===== src/rtl/vga_pkg.sv =====
// Shared VGA types, widths and the decimal digit font.
package vga_pkg;

    localparam int unsigned HCW  = 11;
    localparam int unsigned VCW  = 11;
    localparam int unsigned RGBW = 12;

    // One pixel worth of VGA timing plus colour.
    typedef struct packed {
        logic [VCW-1:0]  vcount;
        logic            vsync;
        logic            vblnk;
        logic [HCW-1:0]  hcount;
        logic            hsync;
        logic            hblnk;
        logic [RGBW-1:0] rgb;
    } vga_t;

    // 8x16 glyphs for '0'..'9', MSB is the leftmost pixel.
    localparam logic [7:0] DIGIT_FONT [10][16] = '{
        '{8'h00,8'h00,8'h3C,8'h66,8'h66,8'h6E,8'h76,8'h66,8'h66,8'h66,8'h66,8'h3C,8'h00,8'h00,8'h00,8'h00},
        '{8'h00,8'h00,8'h18,8'h38,8'h78,8'h18,8'h18,8'h18,8'h18,8'h18,8'h18,8'h7E,8'h00,8'h00,8'h00,8'h00},
        '{8'h00,8'h00,8'h3C,8'h66,8'h06,8'h06,8'h0C,8'h18,8'h30,8'h60,8'h66,8'h7E,8'h00,8'h00,8'h00,8'h00},
        '{8'h00,8'h00,8'h3C,8'h66,8'h06,8'h06,8'h1C,8'h06,8'h06,8'h06,8'h66,8'h3C,8'h00,8'h00,8'h00,8'h00},
        '{8'h00,8'h00,8'h0C,8'h1C,8'h3C,8'h6C,8'hCC,8'hFE,8'h0C,8'h0C,8'h0C,8'h1E,8'h00,8'h00,8'h00,8'h00},
        '{8'h00,8'h00,8'h7E,8'h60,8'h60,8'h60,8'h7C,8'h06,8'h06,8'h06,8'h66,8'h3C,8'h00,8'h00,8'h00,8'h00},
        '{8'h00,8'h00,8'h1C,8'h30,8'h60,8'h60,8'h7C,8'h66,8'h66,8'h66,8'h66,8'h3C,8'h00,8'h00,8'h00,8'h00},
        '{8'h00,8'h00,8'h7E,8'h66,8'h06,8'h06,8'h0C,8'h18,8'h30,8'h30,8'h30,8'h30,8'h00,8'h00,8'h00,8'h00},
        '{8'h00,8'h00,8'h3C,8'h66,8'h66,8'h66,8'h3C,8'h66,8'h66,8'h66,8'h66,8'h3C,8'h00,8'h00,8'h00,8'h00},
        '{8'h00,8'h00,8'h3C,8'h66,8'h66,8'h66,8'h3E,8'h06,8'h06,8'h06,8'h0C,8'h78,8'h00,8'h00,8'h00,8'h00}
    };

endpackage


===== src/rtl/vga_if.sv =====
// VGA timing and colour bundle passed between drawing stages.
interface vga_if;
    import vga_pkg::*;

    logic [VCW-1:0]  vcount;
    logic            vsync;
    logic            vblnk;
    logic [HCW-1:0]  hcount;
    logic            hsync;
    logic            hblnk;
    logic [RGBW-1:0] rgb;

    modport in  (input  vcount, vsync, vblnk, hcount, hsync, hblnk, rgb);
    modport out (output vcount, vsync, vblnk, hcount, hsync, hblnk, rgb);
endinterface


===== src/rtl/draw_score.sv =====
// Overlays a two-digit score at a fixed position; the score is latched once
// per frame and flashes after every increase. Fixed 2-cycle latency.
module draw_score
    import vga_pkg::*;
#(
    parameter int unsigned   XPOS         = 16,
    parameter int unsigned   YPOS         = 16,
    parameter int unsigned   SCALE_LOG2   = 1,
    parameter logic [11:0]   TEXT_COLOR   = 12'hFFF,
    parameter logic [11:0]   FLASH_COLOR  = 12'hF00,
    parameter int unsigned   FLASH_FRAMES = 30
) (
    input  logic       clk,
    input  logic       rst,
    vga_if.in          score_in,
    vga_if.out         score_out,
    input  logic [4:0] points
);

    localparam int unsigned    W          = 8 << SCALE_LOG2;
    localparam int unsigned    H          = 16 << SCALE_LOG2;
    localparam logic [HCW-1:0] X_LO       = HCW'(XPOS);
    localparam logic [HCW-1:0] X_HI       = HCW'(XPOS + 2 * W);
    localparam logic [VCW-1:0] Y_LO       = VCW'(YPOS);
    localparam logic [VCW-1:0] Y_HI       = VCW'(YPOS + H);
    localparam logic [7:0]     FLASH_LOAD = 8'(FLASH_FRAMES);

    // Latched score and flash state
    logic       vblnk_prev_q, vblnk_prev_d;
    logic [1:0] tens_q, tens_d;
    logic [3:0] units_q, units_d;
    logic [4:0] pts_q, pts_d;
    logic [7:0] flash_cnt_q, flash_cnt_d;

    // Pipeline registers
    vga_t       s1_q, s1_d;
    logic       draw1_q, draw1_d;
    logic [3:0] row1_q, row1_d;
    logic [2:0] bit1_q, bit1_d;
    logic [3:0] digit1_q, digit1_d;
    vga_t       s2_q, s2_d;

    logic [HCW-1:0] dx_c;
    logic [VCW-1:0] dy_c;
    logic [3:0]     col_c;
    logic           in_field_c;
    logic [7:0]     font_row_c;
    logic [11:0]    color_c;

    // Frame latch: sample points on a vblnk rising edge and update the flash counter
    always_comb begin
        vblnk_prev_d = score_in.vblnk;
        tens_d       = tens_q;
        units_d      = units_q;
        pts_d        = pts_q;
        flash_cnt_d  = flash_cnt_q;
        if (score_in.vblnk && !vblnk_prev_q) begin
            tens_d  = 2'(points / 5'd10);
            units_d = 4'(points % 5'd10);
            pts_d   = points;
            if (points > pts_q) begin
                flash_cnt_d = FLASH_LOAD;
            end else if (flash_cnt_q != 8'd0) begin
                flash_cnt_d = flash_cnt_q - 8'd1;
            end
        end
    end

    // Stage 1: field geometry, glyph coordinates and digit selection
    always_comb begin
        dx_c       = '0;
        dy_c       = '0;
        in_field_c = 1'b0;
        if (score_in.hcount >= X_LO && score_in.hcount < X_HI &&
            score_in.vcount >= Y_LO && score_in.vcount < Y_HI) begin
            in_field_c = 1'b1;
            dx_c       = score_in.hcount - X_LO;
            dy_c       = score_in.vcount - Y_LO;
        end
        col_c    = 4'(dx_c >> SCALE_LOG2);
        row1_d   = 4'(dy_c >> SCALE_LOG2);
        bit1_d   = 3'(3'd7 - col_c[2:0]);
        digit1_d = col_c[3] ? units_q : {2'b00, tens_q};
        // tens digit is transparent when it would be a leading zero
        draw1_d  = in_field_c && !score_in.vblnk && !score_in.hblnk &&
                   !(!col_c[3] && tens_q == 2'd0);

        s1_d.vcount = score_in.vcount;
        s1_d.vsync  = score_in.vsync;
        s1_d.vblnk  = score_in.vblnk;
        s1_d.hcount = score_in.hcount;
        s1_d.hsync  = score_in.hsync;
        s1_d.hblnk  = score_in.hblnk;
        s1_d.rgb    = score_in.rgb;
    end

    // Stage 2: font lookup and colour multiplex
    always_comb begin
        font_row_c = DIGIT_FONT[digit1_q][row1_q];
        color_c    = (flash_cnt_q != 8'd0 && flash_cnt_q[2]) ? FLASH_COLOR : TEXT_COLOR;
        s2_d       = s1_q;
        if (draw1_q && font_row_c[bit1_q]) begin
            s2_d.rgb = color_c;
        end
    end

    // All state registers with synchronous reset
    always_ff @(posedge clk) begin
        if (rst) begin
            vblnk_prev_q <= 1'b0;
            tens_q       <= '0;
            units_q      <= '0;
            pts_q        <= '0;
            flash_cnt_q  <= '0;
            s1_q         <= '0;
            draw1_q      <= 1'b0;
            row1_q       <= '0;
            bit1_q       <= '0;
            digit1_q     <= '0;
            s2_q         <= '0;
        end else begin
            vblnk_prev_q <= vblnk_prev_d;
            tens_q       <= tens_d;
            units_q      <= units_d;
            pts_q        <= pts_d;
            flash_cnt_q  <= flash_cnt_d;
            s1_q         <= s1_d;
            draw1_q      <= draw1_d;
            row1_q       <= row1_d;
            bit1_q       <= bit1_d;
            digit1_q     <= digit1_d;
            s2_q         <= s2_d;
        end
    end

    assign score_out.vcount = s2_q.vcount;
    assign score_out.vsync  = s2_q.vsync;
    assign score_out.vblnk  = s2_q.vblnk;
    assign score_out.hcount = s2_q.hcount;
    assign score_out.hsync  = s2_q.hsync;
    assign score_out.hblnk  = s2_q.hblnk;
    assign score_out.rgb    = s2_q.rgb;

endmodule

===== src/flat_wrapper.sv =====
// flat-port wrapper written by rule: the top's interface ports become plain ports
module draw_score_flat import vga_pkg::*;
#(
    parameter int unsigned   XPOS         = 16,
    parameter int unsigned   YPOS         = 16,
    parameter int unsigned   SCALE_LOG2   = 1,
    parameter logic [11:0]   TEXT_COLOR   = 12'hFFF,
    parameter logic [11:0]   FLASH_COLOR  = 12'hF00,
    parameter int unsigned   FLASH_FRAMES = 30
)
  (clk, rst, points, score_in_vcount, score_in_vsync, score_in_vblnk, score_in_hcount, score_in_hsync, score_in_hblnk, score_in_rgb, score_out_vcount, score_out_vsync, score_out_vblnk, score_out_hcount, score_out_hsync, score_out_hblnk, score_out_rgb);
  vga_if score_in_i ();
  vga_if score_out_i ();
  input  logic clk;
  input  logic rst;
  input  logic [4:0] points;
  input wire logic [$bits(score_in_i.vcount)-1:0] score_in_vcount;
  input wire logic [$bits(score_in_i.vsync)-1:0] score_in_vsync;
  input wire logic [$bits(score_in_i.vblnk)-1:0] score_in_vblnk;
  input wire logic [$bits(score_in_i.hcount)-1:0] score_in_hcount;
  input wire logic [$bits(score_in_i.hsync)-1:0] score_in_hsync;
  input wire logic [$bits(score_in_i.hblnk)-1:0] score_in_hblnk;
  input wire logic [$bits(score_in_i.rgb)-1:0] score_in_rgb;
  output wire logic [$bits(score_out_i.vcount)-1:0] score_out_vcount;
  output wire logic [$bits(score_out_i.vsync)-1:0] score_out_vsync;
  output wire logic [$bits(score_out_i.vblnk)-1:0] score_out_vblnk;
  output wire logic [$bits(score_out_i.hcount)-1:0] score_out_hcount;
  output wire logic [$bits(score_out_i.hsync)-1:0] score_out_hsync;
  output wire logic [$bits(score_out_i.hblnk)-1:0] score_out_hblnk;
  output wire logic [$bits(score_out_i.rgb)-1:0] score_out_rgb;
  assign score_in_i.vcount = score_in_vcount;
  assign score_in_i.vsync = score_in_vsync;
  assign score_in_i.vblnk = score_in_vblnk;
  assign score_in_i.hcount = score_in_hcount;
  assign score_in_i.hsync = score_in_hsync;
  assign score_in_i.hblnk = score_in_hblnk;
  assign score_in_i.rgb = score_in_rgb;
  assign score_out_vcount = score_out_i.vcount;
  assign score_out_vsync = score_out_i.vsync;
  assign score_out_vblnk = score_out_i.vblnk;
  assign score_out_hcount = score_out_i.hcount;
  assign score_out_hsync = score_out_i.hsync;
  assign score_out_hblnk = score_out_i.hblnk;
  assign score_out_rgb = score_out_i.rgb;
  draw_score #(.XPOS(XPOS), .YPOS(YPOS), .SCALE_LOG2(SCALE_LOG2), .TEXT_COLOR(TEXT_COLOR), .FLASH_COLOR(FLASH_COLOR), .FLASH_FRAMES(FLASH_FRAMES)) u_core (.clk(clk), .rst(rst), .score_in(score_in_i), .score_out(score_out_i), .points(points));
endmodule

===== config.mk =====
export PLATFORM = sky130hd
export DESIGN_NAME = draw_score_flat
export DESIGN_NICKNAME = d
export VERILOG_FILES = /design/src/rtl/vga_pkg.sv /design/src/rtl/vga_if.sv /design/src/rtl/draw_score.sv /design/src/flat_wrapper.sv
export SDC_FILE = /design/constraint.sdc
export NUM_CORES = 1
export LEC_CHECK = 0
export ABC_AREA = 1
export BUFFER_PORTS_ARGS = -buffer_cell sky130_fd_sc_hd__buf_2
export CELL_PAD_IN_SITES_DETAIL_PLACEMENT = 2
export CELL_PAD_IN_SITES_GLOBAL_PLACEMENT = 2
export CORE_MARGIN = 8
export CORE_UTILIZATION = 31
export CTS_BUF_LIST = sky130_fd_sc_hd__clkbuf_8 sky130_fd_sc_hd__clkbuf_16
export DETAILED_ROUTE_END_ITERATION = 16
export PLACE_DENSITY_LB_ADDON = 0.15
export SKIP_LAST_GASP = 1
export SYNTH_ARGS = -nofsm -noshare
export SYNTH_HDL_FRONTEND = slang
export SYNTH_SLANG_ARGS = --single-unit

===== constraint.sdc =====
create_clock -name clk -period 2.7 [get_ports clk]
set_input_delay 0.54 -clock clk [delete_from_list [all_inputs] [get_ports clk]]
set_output_delay 0.54 -clock clk [all_outputs]
set_load 0.05 [all_outputs]

### Word level (Yosys, flattened, before mapping)

Memory sizes are Yosys's and may differ from the RTL's.
Index checks and enable logic that the tools add are counted.
Widths: inputs -> output; s select.

| operators by class | value |
|---|---|
| equality and inequality tests | 0 |
| muxes and demuxes | 14 |
| reductions and logical operators | 21 |
| div/mod/pow operators | 2 |
| bitwise logic cells | 4 |
| multipliers | 0 |
| shifts and indexed selects | 0 |
| magnitude comparators | 8 |
| add/sub/neg operators | 4 |

Operators by type and width:

| kind | number |
|---|---|
| $mux 128 | 2 |
| $mux 8 | 5 |
| $bmux 8 s4 | 1 |
| $ge 11x5->1 const B | 2 |
| $lt 11x6->1 const B | 2 |
| $mux 12 | 1 |
| $ge 5x5->1 const B | 2 |
| $logic_and 1x1->1 | 10 |
| $not 4->5 | 2 |
| $sub 5x5->5 const B | 2 |
| $reduce_bool 8->1 | 1 |
| $sub 8x1->8 const B | 1 |
| $div 5x4->5 const B | 1 |
| $gt 5x5->1 | 1 |
| $logic_not 1->1 | 5 |
| $mod 5x4->5 const B | 1 |
| $mux 5 | 1 |
| $lt 3x4->1 const B | 1 |
| $reduce_or 2->1 | 2 |
| $bmux 1 s3 | 1 |
| $sub 3x3->3 const A | 1 |
| $logic_not 2->1 | 1 |
| $mux 1 | 2 |
| $mux 2 | 1 |
| other kinds (3) | 4 |

| storage, ports and cells | value |
|---|---|
| output and inout bits | 38 |
| memories kept | 1 |
| logic and storage cells | 77 |
| bits in read-only memories | 2048 |
| register bits | 107 |
| memory bits (writable) | 0 |
| bits in latches | 0 |

Memories:

| name | depth | width | rd ports | clocked after memory_dff | wr ports | RTL line | text |
|---|---|---|---|---|---|---|---|
| (name not given) | 16 | 128 | 1 | 0 | 0 | draw_score.sv:99 | `font_row_c = DIGIT_FONT[digit1_q][row1_q];` |

### Depth between registers and ports, before layout

Gate-level depths: netlist of run 1.

| logic depth | value |
|---|---|
| depth after elaboration | 11 |
| gate-level depth with buffers | 18 |
| mapped depth without buffers | 17 |

### Worst setup path after synthesis of run 1

Ideal clock, no wire load.

| path | value |
|---|---|
| kind | flip-flop to flip-flop |
| start point | register u_core.digit1_q[0] |
| end point | register u_core.s2_q, in the netlist u_core.score_out.rgb[2] |
| arrival time | 1941 ps |
| stages on the path, launching flop included | 16 |
| setup time | 135 ps |
| slack | 624 ps |
| required time | 2565 ps |
| cell sequence | dfxtp_1 > inv_2 > ha_1 > inv_1 > nand3_2 > nand3_1 > nand3_1 > nand3_1 > nand2_1 > a21oi_1 > nand2_1 > nand2_4 > nand3_4 > buf_8 > nand2_1 > a21oi_1 |

| between the ends | value |
|---|---|
| word-level cells in the longest chain between the ends | 11 |

Ends and longest elaborated chain:

| item | RTL line | text |
|---|---|---|
| start, declared | draw_score.sv:40 | `logic [3:0] digit1_q, digit1_d;` |
| start signal, assigned | draw_score.sv:131 | `digit1_q <= digit1_d;` |
| $not 4->5 (not written as such) | draw_score.sv:99 |  |
| $mem_v2 16x128 | n/a |  |
| $mux 128 (not written as such) (2 in a row) | draw_score.sv:99 |  |
| $bmux 8 s4 | draw_score.sv:99 |  |
| $mux 8 (not written as such) (2 in a row) | draw_score.sv:99 |  |
| $bmux 1 s3 | draw_score.sv:102 | `if (draw1_q && font_row_c[bit1_q]) begin` |
| $mux 1 (not written as such) | draw_score.sv:102 |  |
| $logic_and 1x1->1 | draw_score.sv:102 |  |
| $mux 12 | draw_score.sv:102 |  |
| end signal, assigned | draw_score.sv:120 | `s2_q <= '0;` |
| end signal, assigned | draw_score.sv:132 | `s2_q <= s2_d;` |
| end, declared | draw_score.sv:41 | `vga_t s2_q, s2_d;` |

Every way passes these cells. The select of a mux whose other input is x is not followed.
A chain may end at the register's enable or synchronous reset.

### Final worst setup path of run 1

| path | value |
|---|---|
| start point | register u_core.digit1_q[3] |
| end point | register u_core.s2_q, in the netlist u_core.score_out.rgb[6] |

Same word-level chain as after synthesis.

==> results of run 1 <==
==> layout make-up <==
cell class	instances	area share (%)
Clock inverter	7	1.09
Sequential cell	106	38.7
Tap cell	184	4.19
Multi-Input combinational cell	375	34.6
Inverter	122	8.39
Timing Repair Buffer	91	8.94
Clock buffer	9	4.10
==> power breakdown <==
part | switching [mW] | leakage, nW | internal [mW]
sequential | 0.0330 | 0.875 | 1.65
combinational | 0.316 | 1.74 | 0.143
clock | 0.632 | 0.142 | 0.646
==> per-layer routing <==
layer | wire length (um) | up-vias | share of wire, % | track usage (%)
met5 | 0 | - | 0 | 0
met4 | 189 | 0 | 1.4 | 3.82
met3 | 477 | 12 | 3.4 | 3.59
met2 | 7250 | 53 | 52 | 27.5
met1 | 6060 | 1969 | 43 | 17.4
li1 | - | 2071 | - | -
==> per-stage QoR <==
stage	worst slack, ns	cell area, um^2	instances	hold WS [ns]
floorplan	0.624	4610	624	0.388
global placement	0.399	5200	878	0.390
detailed placement	0.225	5200	878	0.399
CTS	0.262	5490	894	0.375
global route	0.0831	5490	894	0.385
finish	0.294	5490	894	0.388
==> cell families after synthesis <==
kind of cell | Yosys count | synth area share, %
AOI/OAI and AO/OA | 78 | 9.63
xor gates and xnor gates | 2 | 0.380
adders and majority gates | 17 | 4.61
buffers and inverters | 143 | 12.8
DFF | 106 | 46.0
and+or+nand+nor | 278 | 26.6
==> state kept, by name (all words and copies together), names as in the netlist <==
name                     flops
u_core.s1_q                 37
u_core.score_out.rgb        12
u_core.score_out.hcount     11
u_core.score_out.vcount     11
u_core.flash_cnt_q           8
u_core.pts_q                 5
u_core.digit1_q              4
u_core.row1_q                4
u_core.bit1_q                3
u_core.units_q               3
u_core.tens_q                2
u_core.draw1_q               1
u_core.score_out.hblnk       1
u_core.score_out.hsync       1
u_core.score_out.vblnk       1
u_core.score_out.vsync       1
u_core.vblnk_prev_q          1
==> worst max-delay path, delay by kind of cell, from the launching register on <==
| family | cells | cell delay [ns] |
|---|---|---|
| AOI/OAI and AO/OA | 2 | 0.29 |
| DFF | 1 | 0.64 |
| buffers and inverters | 1 | 0.18 |
| and+or+nand+nor | 10 | 1.18 |
==> how the worst max path moves through the flow <==
| stage | start | endpoint | slack (ns) |
|---|---|---|---|
| global placement | points[4] | u_core.flash_cnt_q[7]$_SDFFE_PP0P_ | 0.40 |
| CTS | u_core.digit1_q[3]$_SDFF_PP0_ | u_core.score_out.rgb[6]$_SDFF_PP0_ | 0.26 |
| floorplan | u_core.digit1_q[0]$_SDFF_PP0_ | u_core.score_out.rgb[2]$_SDFF_PP0_ | 0.62 |
| global route | u_core.digit1_q[3]$_SDFF_PP0_ | u_core.score_out.rgb[6]$_SDFF_PP0_ | 0.08 |
| detailed placement | points[4] | u_core.units_q[3]$_SDFFE_PP0P_ | 0.22 |
| finish | u_core.digit1_q[3]$_SDFF_PP0_ | u_core.score_out.rgb[6]$_SDFF_PP0_ | 0.29 |
==> cells in the final DEF (no fill, tap or decap), types with 2 or more instances in the layout <==
cell type    n
nor2_2       2
o22ai_1      2
nand2_2      9
nand4_1      4
nand3_4      2
a31oi_1      3
nor2_1      94
inv_1      118
inv_2        4
a21oi_1     40
o21ai_0     18
clkbuf_16    9
a211oi_1     2
o21ai_2      2
dfxtp_1    106
nand3_2      3
ha_1        17
a21oi_2      5
nor3_1       8
nand3_1     38
inv_8        2
buf_4        8
nand2_1    112
buf_2       82
o211ai_1     2
inv_6        3
==> flow_summary_export.csv, run 1 <==
group,metric,value,unit
cells_and_area,nNetsFinal,767,
die,ios,83,
setup_path,r2r_start,"u_core.digit1_q[3]$_SDFF_PP0_",
setup_path,crit_slowest_cell,"dfxtp_1",
synthesis,seq_area_frac_synth,46.0,%
setup_path,path_max_fanout,12,
setup_path,worstRegToRegCells,13,
global_routing,antenna_found_initial,0,
placed_design,dp_hpwl,10900,um
synthesis,synth_edf_count,0,
detailed_routing,drt-vias-per-instance,4.59,
setup_path,path_cells,"inv_4, nand2_1, nand2_2, nand3_2, nand2_1, a21oi_1, nand3_1, nor2_1, nor2_2, nand2_4, nand3_4, nand2_1, a21oi_1",
cts,clk_pin_slew,0.07,ns
detailed_routing,postRouteAntennaNets,0,
timing,skew,0.00679,ns
timing,max_freq,416,MHz
setup_path,rr_endpoint,"u_core.score_out.rgb[6]$_SDFF_PP0_",
global_routing,grtUsageTotal,15.2,%
cells_and_area,final-seq-area,2120,um^2
die,start_util,31.7,%
detailed_routing,dr.pass1.iters,4,
setup_path,worstSetupStartpointType,"flip-flop",
power,p_leak,2.75,nW
synthesis,synth_area_leaders,"dfxtp_1, inv_1, nand2_1",
detailed_routing,vias,4105,
min_path,hold_path_end,"u_core.s1_q[8]$_SDFF_PP0_",
power,total_power,3.42,mW
cts,postCtsSetupBuffers,0,
global_routing,grt_max_degree,91,
setup_path,cp.arrival,2.63,ns
placed_design,io_buffers,82,
synthesis,syn-num-nets,686,
cells_and_area,multiInputGateArea,1900,um^2
timing,tightest_slew,0.585,ns
placed_design,gp_congestion,0.838,
job,max-cap-violations,0,
setup_path,path_common_cell,"nand2_1",
timing,hold_violations,0,
cells_and_area,insertedDiodeCount,0,
die,die_x,138,um
global_routing,grt_pass1_wl,22700,um
global_routing,gr-total-overflow,0,
timing,finalCriticalPeriod,2.41,ns
synthesis,synth_top_cell_area_share,46.0,%
cells_and_area,fillCellCount,1755,
synthesis,ys_types,39,
min_path,whs_path_depth,3,
cts,cts.root.buffer_cell,"clkbuf_16",
min_path,min_from,"score_in_rgb[8]",
synthesis,syn-cell-area,4610,um^2
setup_path,cp.required,2.92,ns
die,dieArea,19000,um^2
timing,slew_viol_final,0,
cts,cts_made_buffers,9,
die,die_h,138,um
cts,cts_tree,"built",
cts,holdBufCountCts,0,
setup_path,max_stage_delay,0.64,ns
cts,clkLatencyLatePin,0.35,ns
detailed_routing,wl_per_cell,15.6,um
synthesis,synth_most_common_cell,"inv_1",
cts,cts.sinks,106,
setup_path,rrSetupSlack,0.29,ns
cts,clk_path_buf_depth,2,
global_routing,grt_pass1_vias,4651,
timing,finalSetupViolations,0,
outcome,status,"completed",
detailed_routing,drc,0,
power,ir_drop,0.272,mV
synthesis,ys_warn_count,0,
power,power_density,623,nW/um^2
synthesis,ys.flop_type,"dfxtp_1",
detailed_routing,drtIter0Drc,145,
synthesis,syn_area_per_cell,7.39,um^2
setup_path,cp-end-kind,"flip-flop",
timing,rsz0062_at_grt,"false",
cts,cts_resized,0,
cells_and_area,areaGrowthSynthToFinish,19.0,%
synthesis,synthCells,624,
synthesis,ys_ff_latch,106,
die,coreArea,14500,um^2
cells_and_area,fin_util,37.8,%
timing,fin_crit_sh,89.1,%
setup_path,critPathKind,"flip-flop to flip-flop",
timing,relSlewSlack,61.0,%
synthesis,synth_commonest_cells,"inv_1, nand2_1, dfxtp_1, nor2_1, a21oi_1",
synthesis,async_flop_share,0,%
synthesis,yosys.area.top_type,"dfxtp_1",
min_path,hp-class,"input port to flip-flop",
die,rows,44,
timing,finalSetupTns,0,ns
cells_and_area,drive_above_1_share,19.4,%
cts,htreeDepth,3,
detailed_routing,routed_wl,14000,um
No activity file was read; power rests on OpenSTA's default activity.
==> run 2: changes to the inputs <==
--- a/config.mk
+++ b/config.mk
@@ -10,7 +10,7 @@
 export CELL_PAD_IN_SITES_DETAIL_PLACEMENT = 2
 export CELL_PAD_IN_SITES_GLOBAL_PLACEMENT = 2
 export CORE_MARGIN = 8
-export CORE_UTILIZATION = 31
+export CORE_UTILIZATION = 28
 export CTS_BUF_LIST = sky130_fd_sc_hd__clkbuf_8 sky130_fd_sc_hd__clkbuf_16
 export DETAILED_ROUTE_END_ITERATION = 16
 export PLACE_DENSITY_LB_ADDON = 0.15
==> constraint.sdc (replaced) <==
create_clock -name clk -period 2.1 [get_ports clk]
set_input_delay 0.42 -clock clk [delete_from_list [all_inputs] [get_ports clk]]
set_output_delay 0.42 -clock clk [all_outputs]
set_load 0.05 [all_outputs]
==> run 2 against run 1 <==
Net effect: total power up 35%; first-iteration DRC count up 12%; final area up 9.3%; utilization down 1.1 points; wire length up 7.1%; clock power up 40%; fmax up 18%; via count up 3.2%; register-to-register slack worse by 0.24 ns; critical path type unchanged; highest routed layer unchanged.
==> flow_summary_export.csv, run 2 (synthesis results as in run 1) <==
group,metric,value,unit
die,coreArea,16300,um^2
global_routing,grt_max_degree,57,
timing,finalSetupViolations,0,
setup_path,cp.required,2.38,ns
detailed_routing,routed_wl,15000,um
power,comb_power_share,14.4,%
cells_and_area,areaGrowthSynthToFinish,30.1,%
min_path,whs_path_depth,3,
die,rows,47,
global_routing,grtUsageTotal,14.9,%
power,p_leak,2.88,nW
setup_path,r2r_start,"u_core.digit1_q[3]$_SDFF_PP0_",
timing,rsz0062_at_grt,"true",
timing,slew_viol_final,0,
timing,whs,0.274,ns
die,die_h,144,um
global_routing,gr-total-overflow,0,
timing,max_freq,489,MHz
detailed_routing,drc,0,
cells_and_area,final_cells,950,
detailed_routing,dr.pass1.iters,4,
cts,htreeDepth,3,
die,ios,83,
power,p_sw,1.31,mW
detailed_routing,vias,4235,
power,ir_drop,0.442,mV
setup_path,path_max_fanout,6,
detailed_routing,wl_per_cell,15.8,um
setup_path,rrSetupSlack,0.05,ns
cells_and_area,layout_commonest_cell,"inv_1",
setup_path,cp-end-kind,"flip-flop",
setup_path,worstSetupStartpointType,"flip-flop",
timing,fin_crit_sh,97.5,%
power,switching_share,28.4,%
cells_and_area,nNetsFinal,787,
cells_and_area,top_register,"u_core.s1_q",
die,die_x,144,um
die,start_util,28.2,%
cells_and_area,largest_reg_flops,37,
job,max-cap-violations,0,
cts,cts_tree,"built",
power,p_int,3.30,mW
placed_design,io_buffers,82,
setup_path,cp.arrival,2.33,ns
detailed_routing,postRouteAntennaNets,0,
timing,tightest_slew,0.448,ns
power,pwr-share-clk,38.8,%
setup_path,critPathKind,"flip-flop to flip-flop",
placed_design,gp_congestion,0.807,
min_path,min_from,"score_in_rgb[6]",
timing,finalCriticalPeriod,2.05,ns
min_path,hold_path_end,"u_core.s1_q[6]$_SDFF_PP0_",
cts,holdBufCountCts,0,
power,total_power,4.61,mW
global_routing,grt_pass1_vias,4769,
cells_and_area,drive_above_1_share,29.2,%
global_routing,antenna_found_initial,0,
die,dieArea,20800,um^2
cts,cts_made_buffers,9,
cts,cts.root.buffer_cell,"clkbuf_16",
cts,clkLatencyLatePin,0.35,ns
timing,finalSetupTns,0,ns
cells_and_area,layout_common_cells,"inv_1, dfxtp_1, nand2_1, nor2_1, buf_2",
min_path,hp-class,"input port to flip-flop",
cells_and_area,insertedDiodeCount,0,
power,power_density,769,nW/um^2
setup_path,worstRegToRegCells,14,
placed_design,dp_hpwl,11500,um
timing,skew,0.0107,ns
cts,cts.sinks,106,
detailed_routing,drt-vias-per-instance,4.46,
timing,hold_violations,0,
setup_path,rr_endpoint,"u_core.score_out.rgb[2]$_SDFF_PP0_",
placed_design,dp.cells,928,
cts,clk_pin_slew,0.08,ns
detailed_routing,drtIter0Drc,162,
outcome,status,"completed",
timing,relSlewSlack,70.1,%
power,power.share.sequential,46.8,%
cts,clk_path_buf_depth,2,
global_routing,grt_pass1_wl,24400,um
## run 2: per-stage QoR
| stage | setup WS, ns | instance area [um^2] | utilization (%) |
|---|---|---|---|
| after floorplan | 0.0236 | 4610 | - |
| after global placement | -0.0445 | 5380 | 32.9 |
| after detailed placement | -0.130 | 5380 | 32.9 |
| after CTS | 0.0107 | 5780 | 35.4 |
| after global routing | -0.107 | 6000 | 36.7 |
| final | 0.0534 | 6000 | 36.7 |
## run 2: critical path, stage by stage, from the launching register on
cell and delay (ns):
dfxtp_4 0.36, buf_6 0.14, nor2_4 0.23, nand2_1 0.14
nand3_2 0.10, nand2_2 0.08, nand2_1 0.06, nand2_1 0.07
nand2_1 0.08, nand2_1 0.06, a21oi_2 0.19, nand2_4 0.11
nand3_4 0.11, nand2_1 0.09, a21oi_2 0.15
## run 2: repair_timing
action | in CTS | in global routing
cloned | 1 | 0
setup buffers | 0 | 5
hold endpoints to repair | 0 | 0
setup endpoints to repair | 9 | 18
resized for setup | 16 | 60
pin swaps | 13 | 31
## run 2: how the worst max path moves through the flow
stage                                                    end                     startpoint  slack, ns
after floorplan           u_core.score_out.rgb[2]$_SDFF_PP0_  u_core.digit1_q[0]$_SDFF_PP0_       0.02
after detailed placement  u_core.flash_cnt_q[7]$_SDFFE_PP0P_                      points[4]      -0.13
after global routing      u_core.score_out.rgb[4]$_SDFF_PP0_  u_core.digit1_q[0]$_SDFF_PP0_      -0.11
final                     u_core.score_out.rgb[2]$_SDFF_PP0_  u_core.digit1_q[3]$_SDFF_PP0_       0.05
after global placement    u_core.flash_cnt_q[7]$_SDFFE_PP0P_                      points[4]      -0.04
after CTS                 u_core.score_out.rgb[5]$_SDFF_PP0_  u_core.digit1_q[1]$_SDFF_PP0_       0.01
## run 2: area by class of cell
type	instances	area (um^2)
multi-input combinational	376	2130
clock buffer	9	225
inverter	122	467
sequential	106	2130
fill	1947	10300
clock inverter	7	92.6
tap	220	275
timing repair buffer	110	677
## run 2: power by group through the flow
stage / sequential [mW] / clock (mW) / combinational, mW
2_1_floorplan: 2.30 / 0 / 0.301
3_3_place_gp: 2.20 / 0 / 0.609
3_5_place_dp: 2.21 / 0 / 0.631
4_1_cts: 2.16 / 1.86 / 0.649
5_1_grt: 2.17 / 1.94 / 0.738
6_report: 2.16 / 1.79 / 0.663
## run 2: layer usage
layer	vias to the layer above	GRT usage, %	wire length (um)
met5	-	0	0
met4	0	3.83	174
met3	13	3.14	562
met2	67	27.8	8100
met1	2041	16.6	6130
li1	2114	-	-
==> run 3: changes to the inputs <==
--- a/config.mk
+++ b/config.mk
@@ -5,12 +5,12 @@
 export SDC_FILE = /design/constraint.sdc
 export NUM_CORES = 1
 export LEC_CHECK = 0
-export ABC_AREA = 1
+export ABC_AREA = 0
 export BUFFER_PORTS_ARGS = -buffer_cell sky130_fd_sc_hd__buf_2
 export CELL_PAD_IN_SITES_DETAIL_PLACEMENT = 2
 export CELL_PAD_IN_SITES_GLOBAL_PLACEMENT = 2
 export CORE_MARGIN = 8
-export CORE_UTILIZATION = 28
+export CORE_UTILIZATION = 31
 export CTS_BUF_LIST = sky130_fd_sc_hd__clkbuf_8 sky130_fd_sc_hd__clkbuf_16
 export DETAILED_ROUTE_END_ITERATION = 16
 export PLACE_DENSITY_LB_ADDON = 0.15
==> run 3 against run 2 <==
Net effect: the flow now finishes with violations (setup timing); clock power is 4% higher; cell count down 15%; worst setup slack lost 0.58 ns; clock skew fell by 0.0022 ns; first-iteration DRC count down 19%; critical path depth is 5 lower; clock-buffer cell count unchanged; area after synthesis rose by 0.68%; combinational power grew 8.1%; critical endpoint is now u_core.score_out.rgb[1]$_SDFF_PP0_; highest routed layer unchanged.
==> flow_summary_export.csv, run 3 <==
group,metric,value,unit
outcome,status,"complete, but fails checks",
outcome,violations,"setup timing",
die,coreArea,14600,um^2
cells_and_area,nNetsFinal,684,
cells_and_area,layout_common_cells,"dfxtp_1, nor2b_1, buf_2, buf_4, nor2_1",
timing,finalCriticalPeriod,2.63,ns
timing,finalSetupViolations,12,
timing,max_freq,380,MHz
timing,rsz0062_at_grt,"true",
cts,htreeDepth,3,
cts,cts.sinks,106,
min_path,hp-class,"input port to flip-flop",
setup_path,crit_family,"simple AND/OR/NAND/NOR gates",
synthesis,yosys.area.top_type,"dfxtp_1",
synthesis,ys_ff_latch,106,
global_routing,grt_pass1_wl,24500,um
cells_and_area,layout_commonest_cell,"dfxtp_1",
die,dieArea,19200,um^2
synthesis,async_flop_share,0,%
global_routing,gr-total-overflow,0,
synthesis,synth_top_cell_area_share,45.7,%
job,max-cap-violations,0,
setup_path,max_stage_delay,0.50,ns
setup_path,crit_slowest_cell,"or4_4",
die,rows,44,
cells_and_area,insertedDiodeCount,0,
setup_path,cp.required,2.33,ns
cts,cts_tree,"built",
global_routing,grt_max_degree,37,
synthesis,synth_area_leaders,"dfxtp_1, nor2b_1, ha_1",
synthesis,syn_area_per_cell,9.34,um^2
die,die_x,138,um
detailed_routing,drtIter0Drc,131,
setup_path,path_cells,"inv_4, ha_4, and2_4, or4_4, a311oi_4, nor4_4, buf_4, o21ai_4, mux2_4",
setup_path,critPathKind,"flip-flop to flip-flop",
timing,tightest_slew,0.507,ns
die,start_util,31.8,%
detailed_routing,routed_wl,15500,um
cells_and_area,top_register,"u_core.s1_q",
cells_and_area,largest_reg_flops,37,
timing,skew,0.00847,ns
die,die_h,138,um
timing,fin_crit_sh,125,%
detailed_routing,dr.pass1.iters,4,
placed_design,dp_slack,-0.676,ns
power,p_leak,2.60,nW
setup_path,critPathBufInv,2,
timing,relSlewSlack,66.0,%
synthesis,syn-num-nets,559,
power,ir_drop,0.404,mV
setup_path,cp-end-kind,"flip-flop",
cts,clk_path_buf_depth,2,
synthesis,synth_commonest_cells,"dfxtp_1, nor2b_1, a21oi_1, nor2_1, nand2_1",
cts,clk_pin_slew,0.07,ns
cts,cts.root.buffer_cell,"clkbuf_16",
cts,cts_made_buffers,9,
synthesis,ys.flop_type,"dfxtp_1",
power,total_power,4.76,mW
detailed_routing,postRouteAntennaNets,0,
setup_path,worstSetupStartpointType,"flip-flop",
detailed_routing,vias,4091,
global_routing,grtUsageTotal,15.7,%
placed_design,gp_congestion,0.853,
cells_and_area,stdcell_area,6370,um^2
cts,holdBufCountCts,0,
detailed_routing,wl_per_cell,19.1,um
power,power_density,748,nW/um^2
global_routing,grt_pass1_vias,4577,
timing,hold_violations,0,
synthesis,ys_types,62,
cts,clkLatencyLatePin,0.35,ns
synthesis,seq_area_frac_synth,45.7,%
timing,whs,0.274,ns
timing,slew_viol_final,0,
global_routing,antenna_found_initial,0,
synthesis,syn-cell-area,4640,um^2
timing,finalSetupTns,-5.53,ns
cells_and_area,fillCellCount,1592,
synthesis,synth_edf_count,0,
placed_design,io_buffers,82,
detailed_routing,drt-vias-per-instance,5.04,
placed_design,dp_hpwl,10800,um
detailed_routing,drc,0,
timing,worst_slack,-0.528,ns
synthesis,synthCells,497,
setup_path,path_max_fanout,5,
placed_design,detailed_place.area,5620,um^2
cells_and_area,areaGrowthSynthToFinish,37.1,%
synthesis,ys_warn_count,0,
synthesis,synth_most_common_cell,"dfxtp_1",
setup_path,cp.arrival,2.86,ns
cells_and_area,drive_above_1_share,34.6,%
die,ios,83,
==> run 3: cell types whose count changed in the layout (fill, tap and decap cells not counted), sizes merged, moves of 14 or more <==
cell	before	now
a21oi	45	31
buf	110	145
inv	125	25
nand2	122	29
nand3	44	6
nor2	97	31
nor2b	0	85
==> run 3: final cells by class <==
class | instances | area, um^2 | area share (%)
Clock inverter | 7 | 106 | 1.67
Clock buffer | 9 | 225 | 3.54
Inverter | 21 | 88.8 | 1.40
Timing Repair Buffer | 145 | 981 | 15.4
Sequential cell | 106 | 2130 | 33.5
Multi-Input combinational cell | 339 | 2600 | 40.9
Tap cell | 184 | 230 | 3.62
==> run 3: metrics by stage <==
step                utilization (%)  std cells
floorplan                         -        497
global placement               38.5        787
detailed placement             38.5        787
CTS                            42.5        810
global route                   43.6        811
finish                         43.6        811
==> run 3: worst reg2reg max path, cell delays in order, from the launching register on <==
cell      delay, ns
dfxtp_4        0.37
inv_4          0.04
ha_4           0.25
and2_4         0.17
or4_4          0.50
a311oi_4       0.29
nor4_4         0.08
buf_4          0.17
o21ai_4        0.29
mux2_4         0.34
==> run 3: layer usage <==
metal  part of all wire (%)  track usage (%)
met2                     50             27.2
met4                    2.2             5.43
met3                    4.9             3.84
met1                     43             18.4
met5                      0                0
==> run 3: power breakdown <==
group	leakage [nW]	internal, mW	switching, mW
registers	0.877	2.12	0.0670
logic	1.55	0.293	0.423
clock network	0.165	1.06	0.799
total	2.60	3.48	1.29
==> run 3: logic make-up (layout without fill, tap and decap cells) <==
logic type,after synthesis,after routing,share of synthesized area (%)
and+or+nand+nor,195,195,23.5
AOI/OAI and AO/OA,102,103,14.9
buffers and inverters,53,182,5.20
muxes,12,12,3.91
xor gates and xnor gates,12,12,2.26
adders and majority gates,17,17,4.58
DFF,106,106,45.7
==> run 3: final timing paths <==
check                                     start                                     to  slack (ns)  cells past startpoint
hold / removal               score_in_vcount[4]            u_core.row1_q[3]$_SDFF_PP0_        0.27                      2
setup / recovery  u_core.digit1_q[1]$_SDFF_PP0_     u_core.score_out.rgb[1]$_SDFF_PP0_       -0.53                      9
hold reg to reg      u_core.s1_q[16]$_SDFF_PP0_  u_core.score_out.hcount[2]$_SDFF_PP0_        0.44                      1
setup reg to reg  u_core.digit1_q[1]$_SDFF_PP0_     u_core.score_out.rgb[1]$_SDFF_PP0_       -0.53                      9
==> run 3: timing repair <==
item	in CTS	in global routing
setup buffers	6	4
setup endpoints to repair	19	19
pin swaps	13	27
gates resized for setup	39	40
gates cloned	1	0
